`src/rtl/pressure_monitor_scheduler_pkg.sv`:
```
// Shared types and constants for the pressure monitor scheduler and its
// per-channel confirmation FSMs.
package pressure_sched_pkg;

  localparam int DATA_W_DEF = 6;
  localparam int CNT_W      = 3;

  typedef enum logic [1:0] {
    NORMAL  = 2'd0,
    SUSPECT = 2'd1,
    ALARM   = 2'd2
  } ch_state_t;

endpackage

```
`src/rtl/pressure_monitor_scheduler_channel_fsm.sv`:
```
// Per-channel confirmation FSM: counts consecutive abnormal verdicts and
// raises a sticky alarm that only an acknowledge clears.
module pressure_channel_fsm
  import pressure_sched_pkg::*;
#(
  parameter int CONFIRM_CNT = 3
) (
  input  logic      clk,
  input  logic      rst,
  input  logic      eval,
  input  logic      abnormal,
  input  logic      ack,
  output ch_state_t state,
  output logic      alarm,
  output logic      suspect
);

  localparam logic [CNT_W-1:0] CONFIRM        = CNT_W'(CONFIRM_CNT);
  localparam logic             FIRST_IS_ALARM = (CONFIRM_CNT == 1);
  localparam ch_state_t        FIRST_STATE    = FIRST_IS_ALARM ? ALARM : SUSPECT;

  ch_state_t        r_state;
  logic [CNT_W-1:0] r_cnt;
  logic             r_alarm;
  logic             r_suspect;
  logic [CNT_W-1:0] w_cnt_inc;

  assign w_cnt_inc = (r_cnt == '1) ? r_cnt : r_cnt + 1'b1;

  always_ff @(posedge clk) begin
    if (rst) begin
      r_state   <= NORMAL;
      r_cnt     <= '0;
      r_alarm   <= 1'b0;
      r_suspect <= 1'b0;
    end else begin
      case (r_state)
        NORMAL: begin
          if (eval && abnormal) begin
            r_state   <= FIRST_STATE;
            r_cnt     <= CNT_W'(1);
            r_alarm   <= FIRST_IS_ALARM;
            r_suspect <= !FIRST_IS_ALARM;
          end
        end
        SUSPECT: begin
          if (eval && !abnormal) begin
            r_state   <= NORMAL;
            r_cnt     <= '0;
            r_suspect <= 1'b0;
          end else if (eval && (w_cnt_inc == CONFIRM)) begin
            r_state   <= ALARM;
            r_cnt     <= CONFIRM;
            r_alarm   <= 1'b1;
            r_suspect <= 1'b0;
          end else if (eval) begin
            r_cnt <= w_cnt_inc;
          end
        end
        ALARM: begin
          // Ack takes effect before a same-edge sample, which then starts a new run.
          if (ack && eval && abnormal) begin
            r_state   <= FIRST_STATE;
            r_cnt     <= CNT_W'(1);
            r_alarm   <= FIRST_IS_ALARM;
            r_suspect <= !FIRST_IS_ALARM;
          end else if (ack) begin
            r_state   <= NORMAL;
            r_cnt     <= '0;
            r_alarm   <= 1'b0;
            r_suspect <= 1'b0;
          end
        end
        default: begin
          r_state   <= NORMAL;
          r_cnt     <= '0;
          r_alarm   <= 1'b0;
          r_suspect <= 1'b0;
        end
      endcase
    end
  end

  assign state   = r_state;
  assign alarm   = r_alarm;
  assign suspect = r_suspect;

endmodule

```
`src/rtl/pressure_monitor_scheduler.sv`:
```
// Round-robin scheduler sharing one abnormality detector across N_CH channels.
// Define ALARM_PRIORITY_EN to let SUSPECT channels win arbitration first.
module pressure_monitor_scheduler
  import pressure_sched_pkg::*;
#(
  parameter int N_CH        = 4,
  parameter int DATA_W      = DATA_W_DEF,
  parameter int CONFIRM_CNT = 3
) (
  input  logic                     clk,
  input  logic                     rst,
  input  logic [N_CH-1:0]          req,
  input  logic [N_CH*DATA_W-1:0]   pressureIn,
  output logic [N_CH-1:0]          gnt,
  output logic [DATA_W-1:0]        detPressure,
  output logic                     detValid,
  input  logic                     detAbnormal,
  input  logic [N_CH-1:0]          alarmAck,
  output logic [N_CH-1:0]          alarm,
  output logic                     alarmAny,
  output logic [N_CH-1:0]          suspect
);

  localparam int PTR_W = (N_CH > 1) ? $clog2(N_CH) : 1;
`ifdef ALARM_PRIORITY_EN
  localparam logic PRIO_EN = 1'b1;
`else
  localparam logic PRIO_EN = 1'b0;
`endif

  // Handshake: req[i] is a pending sample; gnt[i] high means the sample and the
  // detector verdict are consumed at this clock edge. A req still high on the
  // following cycle is treated as a fresh request.
  logic [PTR_W-1:0] r_rr_ptr;
  logic [PTR_W-1:0] w_gnt_idx;
  logic             w_found;
  logic [N_CH-1:0]  w_gnt;
  logic [N_CH-1:0]  w_in_suspect;
  logic [N_CH-1:0]  w_prio_req;
  logic [N_CH-1:0]  w_alarm;
  logic [N_CH-1:0]  w_suspect;
  ch_state_t        w_state [N_CH];

  for (genvar i = 0; i < N_CH; i++) begin : g_ch
    assign w_in_suspect[i] = (w_state[i] == SUSPECT);

    pressure_channel_fsm #(
      .CONFIRM_CNT (CONFIRM_CNT)
    ) u_fsm (
      .clk      (clk),
      .rst      (rst),
      .eval     (w_gnt[i]),
      .abnormal (detAbnormal),
      .ack      (alarmAck[i]),
      .state    (w_state[i]),
      .alarm    (w_alarm[i]),
      .suspect  (w_suspect[i])
    );
  end

  assign w_prio_req = PRIO_EN ? (req & w_in_suspect) : '0;

  // Priority round first (empty unless enabled), then plain round-robin; both
  // scan from rrPtr+1 so a single pointer serves both.
  always_comb begin
    w_gnt     = '0;
    w_gnt_idx = '0;
    w_found   = 1'b0;
    for (int k = 1; k <= N_CH; k++) begin
      if (!w_found && w_prio_req[(int'(r_rr_ptr) + k) % N_CH]) begin
        w_found   = 1'b1;
        w_gnt_idx = PTR_W'((int'(r_rr_ptr) + k) % N_CH);
      end
    end
    for (int k = 1; k <= N_CH; k++) begin
      if (!w_found && req[(int'(r_rr_ptr) + k) % N_CH]) begin
        w_found   = 1'b1;
        w_gnt_idx = PTR_W'((int'(r_rr_ptr) + k) % N_CH);
      end
    end
    if (rst) begin
      w_found = 1'b0;
    end
    if (w_found) begin
      w_gnt[w_gnt_idx] = 1'b1;
    end
  end

  always_ff @(posedge clk) begin
    if (rst) begin
      r_rr_ptr <= PTR_W'(N_CH - 1);
    end else if (w_found) begin
      r_rr_ptr <= w_gnt_idx;
    end
  end

  assign gnt         = w_gnt;
  assign detValid    = w_found;
  assign detPressure = w_found ? pressureIn[w_gnt_idx*DATA_W +: DATA_W] : '0;
  assign alarm       = w_alarm;
  assign suspect     = w_suspect;
  assign alarmAny    = |w_alarm;

endmodule
```
`config.mk`:
```
export PLATFORM = sky130hd
export DESIGN_NAME = pressure_monitor_scheduler
export DESIGN_NICKNAME = d
export VERILOG_FILES = /design/src/rtl/pressure_monitor_scheduler_pkg.sv /design/src/rtl/pressure_monitor_scheduler_channel_fsm.sv /design/src/rtl/pressure_monitor_scheduler.sv
export SDC_FILE = /design/constraint.sdc
export NUM_CORES = 1
export LEC_CHECK = 0
export CORE_AREA = 2 2 77 79
export CTS_BUF_LIST = sky130_fd_sc_hd__clkbuf_4 sky130_fd_sc_hd__clkbuf_8 sky130_fd_sc_hd__clkbuf_16
export CTS_CLUSTER_DIAMETER = 200
export CTS_CLUSTER_SIZE = 30
export DETAILED_ROUTE_END_ITERATION = 12
export DIE_AREA = 0 0 79 81
export GPL_TIMING_DRIVEN = 0
export PLACE_DENSITY = 0.74
export SLEW_MARGIN = 20
export SYNTH_ARGS = -nofsm -noshare
export SYNTH_HDL_FRONTEND = slang
export SYNTH_SLANG_ARGS = --single-unit
```
`constraint.sdc`:
```
create_clock -name clk -period 3.15 [get_ports clk]
set_input_delay 0.63 -clock clk [delete_from_list [all_inputs] [get_ports clk]]
set_output_delay 0.63 -clock clk [all_outputs]
set_load 0.01 [all_outputs]
```
Word level (Yosys, flattened, before mapping)
Index checks and enable logic that the tools add are counted.
{"block": "totals", "register_bits": 30, "latchBits": 0, "ram_bits": 0, "mem_bits_ro": 0, "word_cells": 279, "memories": 0}
{"block": "op_classes", "add_sub_neg": 8, "multipliers": 1, "div_mod_pow": 0, "n_lt_le_gt_ge": 6, "eq_ne": 40, "n_shift": 1, "muxes": 145, "bitwise_logic": 4, "reduce_logical": 57}
{"operator": "$mux 3", "n": 28}
{"operator": "$mux 1", "n": 62}
{"operator": "$mux 2", "n": 28}
{"operator": "$pmux 3 s3", "n": 4}
{"operator": "$logic_and 1x1->1", "n": 28}
{"operator": "$pmux 1 s3", "n": 8}
{"operator": "$pmux 2 s3", "n": 4}
{"operator": "$reduce_and 3->1", "n": 8}
{"operator": "$shiftx 24x6->6", "n": 1}
{"operator": "$bmux 1 s2", "n": 8}
{"operator": "$lt 3x4->1 const B", "n": 4}
{"operator": "$ne 2x1->1 const B", "n": 8}
{"operator": "$ne 4x2->1 const B", "n": 4}
{"operator": "$reduce_and 4->1", "n": 4}
{"operator": "$add 3x1->3 const B", "n": 4}
{"operator": "$eq 3x2->1 const B", "n": 4}
{"operator": "$eq 3x3->1 const B", "n": 4}
{"operator": "$ne 3x1->1 const B", "n": 4}
{"operator": "$ne 3x2->1 const B", "n": 4}
{"operator": "$eq 2x1->1 const B", "n": 4}
{"operator": "$eq 2x2->1 const B", "n": 4}
{"operator": "$logic_not 1->1", "n": 8}
{"operator": "$logic_not 2->1", "n": 4}
{"operator": "$ne 2x2->1 const B", "n": 4}
{"operator": "11 further kinds", "n": 19}

Longest topological paths before layout
{"block": "logic_depth", "word_depth": 37, "mapped_depth": 8, "ltp_nobuf": 7}

Hierarchy
A second synthesis with hierarchy kept.
{"block": "hier_totals", "hier_cells": 257, "hier_area_um2": 2225.9}
{"mod": "pressure_channel_fsm (g_ch[0].u_fsm ...)", "n_inst": 3, "cells_each": 50, "area_each_um2": 460.4, "seq_area_each_um2": 140.1}
{"mod": "pressure_channel_fsm (g_ch[2].u_fsm)", "n_inst": 1, "cells_each": 51, "area_each_um2": 444.2, "seq_area_each_um2": 140.1}
{"mod": "pressure_monitor_scheduler", "n_inst": 1, "cells_each": 56, "area_each_um2": 400.4, "seq_area_each_um2": 40.0}

Worst setup path after synthesis
No wires, ideal clock.
{"block": "synth_path", "path_kind": "in2out", "startpoint": "input port req[0]", "endpoint": "output port detPressure[1]", "arrival_time_ps": 2125, "required_time_ps": 2520, "setup_slack_ps": 395, "cell_stages": 6, "path_cell_list": "or2_1 -> a311oi_4 -> buf_2 -> nand2_1 -> and3_1 -> a311oi_1"}
{"block": "synth_between", "elab_chain_cells": 17, "word_cells_on_any_way": 31}
{"item": "start: declaration", "line_no": "pressure_monitor_scheduler.sv:12", "text": "input logic [N_CH-1:0] req,"}
{"item": "$bmux 1 s2", "line_no": "pressure_monitor_scheduler.sv:76", "text": "if (!w_found && req[(int'(r_rr_ptr) + k) % N_CH]) begin"}
{"item": "$mux 1 (implied by the code) (2 in a row)", "line_no": "pressure_monitor_scheduler.sv:76"}
{"item": "$logic_and 1x1->1", "line_no": "pressure_monitor_scheduler.sv:76"}
{"item": "$mux 1", "line_no": "pressure_monitor_scheduler.sv:76"}
{"item": "$logic_not 1->1", "line_no": "pressure_monitor_scheduler.sv:76"}
{"item": "$logic_and 1x1->1", "line_no": "pressure_monitor_scheduler.sv:76"}
{"item": "$mux 1", "line_no": "pressure_monitor_scheduler.sv:76"}
{"item": "$logic_not 1->1", "line_no": "pressure_monitor_scheduler.sv:76"}
{"item": "$logic_and 1x1->1", "line_no": "pressure_monitor_scheduler.sv:76"}
{"item": "$mux 1", "line_no": "pressure_monitor_scheduler.sv:76"}
{"item": "$logic_not 1->1", "line_no": "pressure_monitor_scheduler.sv:76"}
{"item": "$logic_and 1x1->1", "line_no": "pressure_monitor_scheduler.sv:76"}
{"item": "$mux 2", "line_no": "pressure_monitor_scheduler.sv:76"}
{"item": "$mul 2x2->4", "line_no": "pressure_monitor_scheduler.sv:99", "text": "assign detPressure = w_found ? pressureIn[w_gnt_idx*DATA_W +: DATA_W] : '0;"}
{"item": "$shiftx 24x6->6", "line_no": "pressure_monitor_scheduler.sv:99"}
{"item": "$mux 6 *", "line_no": "pressure_monitor_scheduler.sv:99"}
{"item": "end: declaration", "line_no": "pressure_monitor_scheduler.sv:15", "text": "output logic [DATA_W-1:0] detPressure,"}
Every way passes the cells marked *; elsewhere a longest branch is shown, timed or not. The select of a mux whose other input is x is not followed.

Worst setup path after layout
Same ends and word-level chain as after synthesis.

==> key figures <==
Floorplan
  • Row Count: 28
  • I/O Pins: between 50 and 60
  • Initial core utilization: 38.4%
  • Floorplan Core Area: 5680 sq um
  • Die area: 6400 sq um
  • Die W: between 70 and 80 microns
  • Die Ht: a little over 80 microns

Yosys
  • Syn Area/Cell: 7.71 sq um
  • Synthesized cell area: 2180 sq um
  • Asr flop ratio synth: 0%
  • Seq/Total Area, Yosys: 27.5%
  • Synth warn: 0
  • Post-synth top area share: 27.5%
  • #FFs+latches synth: 30
  • Mapped Cells: 283
  • Post-synth net total: roughly 320
  • Top_reg_cell synth: dfxtp_1
  • Synth area leader: dfxtp_1
  • Unique masters post-synth: 62
  • Post-synth EDFFs: 0
  • Synth top area cells: dfxtp_1 28%, nand2_1 5.8%, a21oi_1 4.6%

Clock tree
  • Htree depth: 2
  • CTS tree: done
  • Clock transition at path regs: 0.07 ns
  • Worst-Skew Late Latency: roughly 0.29 ns
  • Clk root buf: clkbuf_8
  • CTS Hold Buffers Added: 0
  • Clock Path Buffers: 2
  • Num CTS Buffers: 5
  • CTS Sinks: 30

Place
  • Place WS: -0.850 ns
  • Port buffer count: 54
  • Placed Cells incl. Taps: 412
  • Final GP Congestion: 0.887
  • Post-DP Area: 2820 sq um
  • Estimated wirelength of the detail-placed design: around 4.7 mm

Timing
  • Max-slew violations: 0
  • Final Hold Fails: 0
  • Final Critical Period: 3.09 ns
  • Hold_ws: 0.462 ns
  • Least-Margin Pin Slew: 0.625 ns
  • Worst rel slew slack: 57.8%
  • Endpoints failing setup: 0
  • Setup TNS Final: 0 ns
  • Clk_skew: 0.00888 ns
  • Unrepaired setup endpoints after global routing: no
  • Fin crit share: a little over nine tenths
  • Final Worst Setup Slack: 0.0628 ns
  • Fmax: 324 MHz

GRT
  • Vias in the first global route: 2,434
  • GRT met2 Usage: 37.2%
  • Busiest grt layer: met2
  • Gr usage total: ~22%
  • Initial antenna violation count: 0
  • First-pass GRT wire length: 11.2 mm
  • Met1 usage: 26.6%
  • Largest net degree at the start of global routing: 11
  • Remaining global-route overflow: 0
  • Met3 Use GR: around 5.2%

Finish
  • Multi-input gate area: 1500 sq um
  • Diode count: 0
  • Final instance area: 3140 sq um
  • Final nets: roughly 400
  • Final Non-Filler Cells: 433
  • Fill cell count: 529
  • Post-layout util: 55.3%
  • Share of layout cells above drive strength 1: 19.0%
  • Area growth syn-to-layout: 43.9%
  • Seq. cell area: 601 sq um

Pwr
  • VDD IR max: 247 uV
  • Leakage power figure: 1.26 nW
  • PD cells: 387 nW/um^2
  • Power, Total: 1.22 mW

Drt
  • Detailed Route Iter0 Violations: 243
  • First-pass DRT Iterations: 4
  • Vias: between 2,000 and 2,500
  • Final WL: 6.64 mm
  • Vias per cell: 5.70
  • Remaining DRCs: 0
  • Mean routed wirelength per cell: 15.3 microns
  • Final ANT Viol Nets: 0

Min path
  • Hold Path Class: reg -> reg
  • Hold path depth: 2

Critical path
  • FF-to-FF path depth: 9
  • Worst Path Arrival: 2.46 ns
  • Worst path required time: between 2 and 3 ns
  • Worst setup EP type: primary output
  • CP Launch Type: input pin
  • Crit-path max FO: 8
  • Critical path type: in -> out

Outcome
  • Status: completed

Run
  • Max-capacitance violation count: 0
==> worst max-delay path, cell delays in order <==
cell and delay [ns]:
dlygate4sd2_1 0.28, or2_4 0.28, a311oi_4 0.32, buf_6 0.18, nand2_1 0.06, and3_1 0.18
a311oi_1 0.26, clkdlybuf4s15_1 0.28
==> layout make-up <==
cell class | instances | area share, %
inverters | 11 | 1.31
multi-input cells | 214 | 47.7
repair buffers | 68 | 20.2
clock buffers | 7 | 2.87
clock inverters | 1 | 0.159
flip-flops and latches | 30 | 19.1
well taps | 75 | 2.99
plain buffers | 27 | 5.62
==> synthesized netlist by cell type (2+ instances only) <==
master / count
nand2_1: 34
dfxtp_1: 30
nor2_1: 21
a21oi_1: 20
buf_4: 12
clkbuf_1: 12
inv_1: 10
nor2b_1: 9
nor3_1: 8
a311oi_1: 7
mux2i_1: 7
a31oi_1: 6
nor4_1: 6
a211oi_1: 5
nand2b_1: 5
nand3_1: 5
o21ai_0: 5
o22ai_1: 5
or3_1: 5
and3_1: 4
ha_1: 4
nand4_1: 4
o21ai_1: 4
a21o_1: 3
buf_2: 3
o32ai_1: 3
or2_1: 3
or4b_2: 3
a21boi_0: 2
a311o_1: 2
nand4b_1: 2
o21a_1: 2
o221ai_1: 2
o311ai_1: 2
==> logic make-up (layout without fill, tap and decap cells) <==
family          count (synthesis)  after routing  share of synthesized area (%)
compound gates                 84             84                           29.0
fa+ha+maj                       4              4                           2.29
buf+inv                        39            114                           8.94
flops                          30             30                           27.5
mux                             8              8                           3.73
simple gates                  118            118                           28.5
==> routing by layer <==
layer / share of wire (%) / vias to the layer above
met5: 0 / -
met1: 46 / 1148
li1: - / 1200
met2: 45 / 108
met4: 2.1 / 0
met3: 7.2 / 14
==> state kept, by name, indices dropped and copies added, names as in the netlist <==
signal,flops
r_rr_ptr,2
g_ch.u_fsm.r_cnt,12
g_ch.u_fsm.alarm,4
g_ch.u_fsm.state,8
g_ch.u_fsm.suspect,4
==> layout by cell type (no fill, tap or decap), types with 5 or more instances in the layout <==
cell type / synthesis / routed
a21oi_1: 20 / 20
dfxtp_1: 30 / 30
a31oi_1: 6 / 6
a211oi_1: 5 / 5
nand2_1: 34 / 32
buf_4: 12 / 26
nor2b_1: 9 / 9
nor3_1: 8 / 8
o22ai_1: 5 / 5
nor4_1: 6 / 5
or3_1: 5 / 5
inv_1: 10 / 10
a311oi_1: 7 / 6
mux2i_1: 7 / 7
dlygate4sd2_1: 0 / 9
clkbuf_8: 0 / 7
clkbuf_1: 12 / 9
nor2_1: 21 / 18
o21ai_0: 5 / 5
clkdlybuf4s50_1: 0 / 39
==> worst paths after layout <==
check	from	to	slack (ns)
max	req[0]	detPressure[1]	0.06
min	g_ch[3].u_fsm.suspect	g_ch[3].u_fsm.suspect	0.46
max reg2reg	r_rr_ptr[1]	g_ch[0].u_fsm.r_cnt[1]	0.73
min reg2reg	g_ch[3].u_fsm.suspect	g_ch[3].u_fsm.suspect	0.46
==> repair_timing <==
item | CTS | global route
hold endpoints to repair | 0 | 0
pin swaps | 7 | 2
gates resized for setup | 45 | 9
setup endpoints to repair | 11 | 5
setup buffers | 11 | 3
==> report_power, final <==
group	internal [mW]	switching, mW	leakage (nW)	total (mW)
Combinational	0.227	0.222	0.969	0.449
Sequential	0.407	0.0259	0.244	0.432
Clock	0.185	0.149	0.0517	0.334
Total	0.818	0.397	1.26	1.22
(Power assumes the default switching activity.)
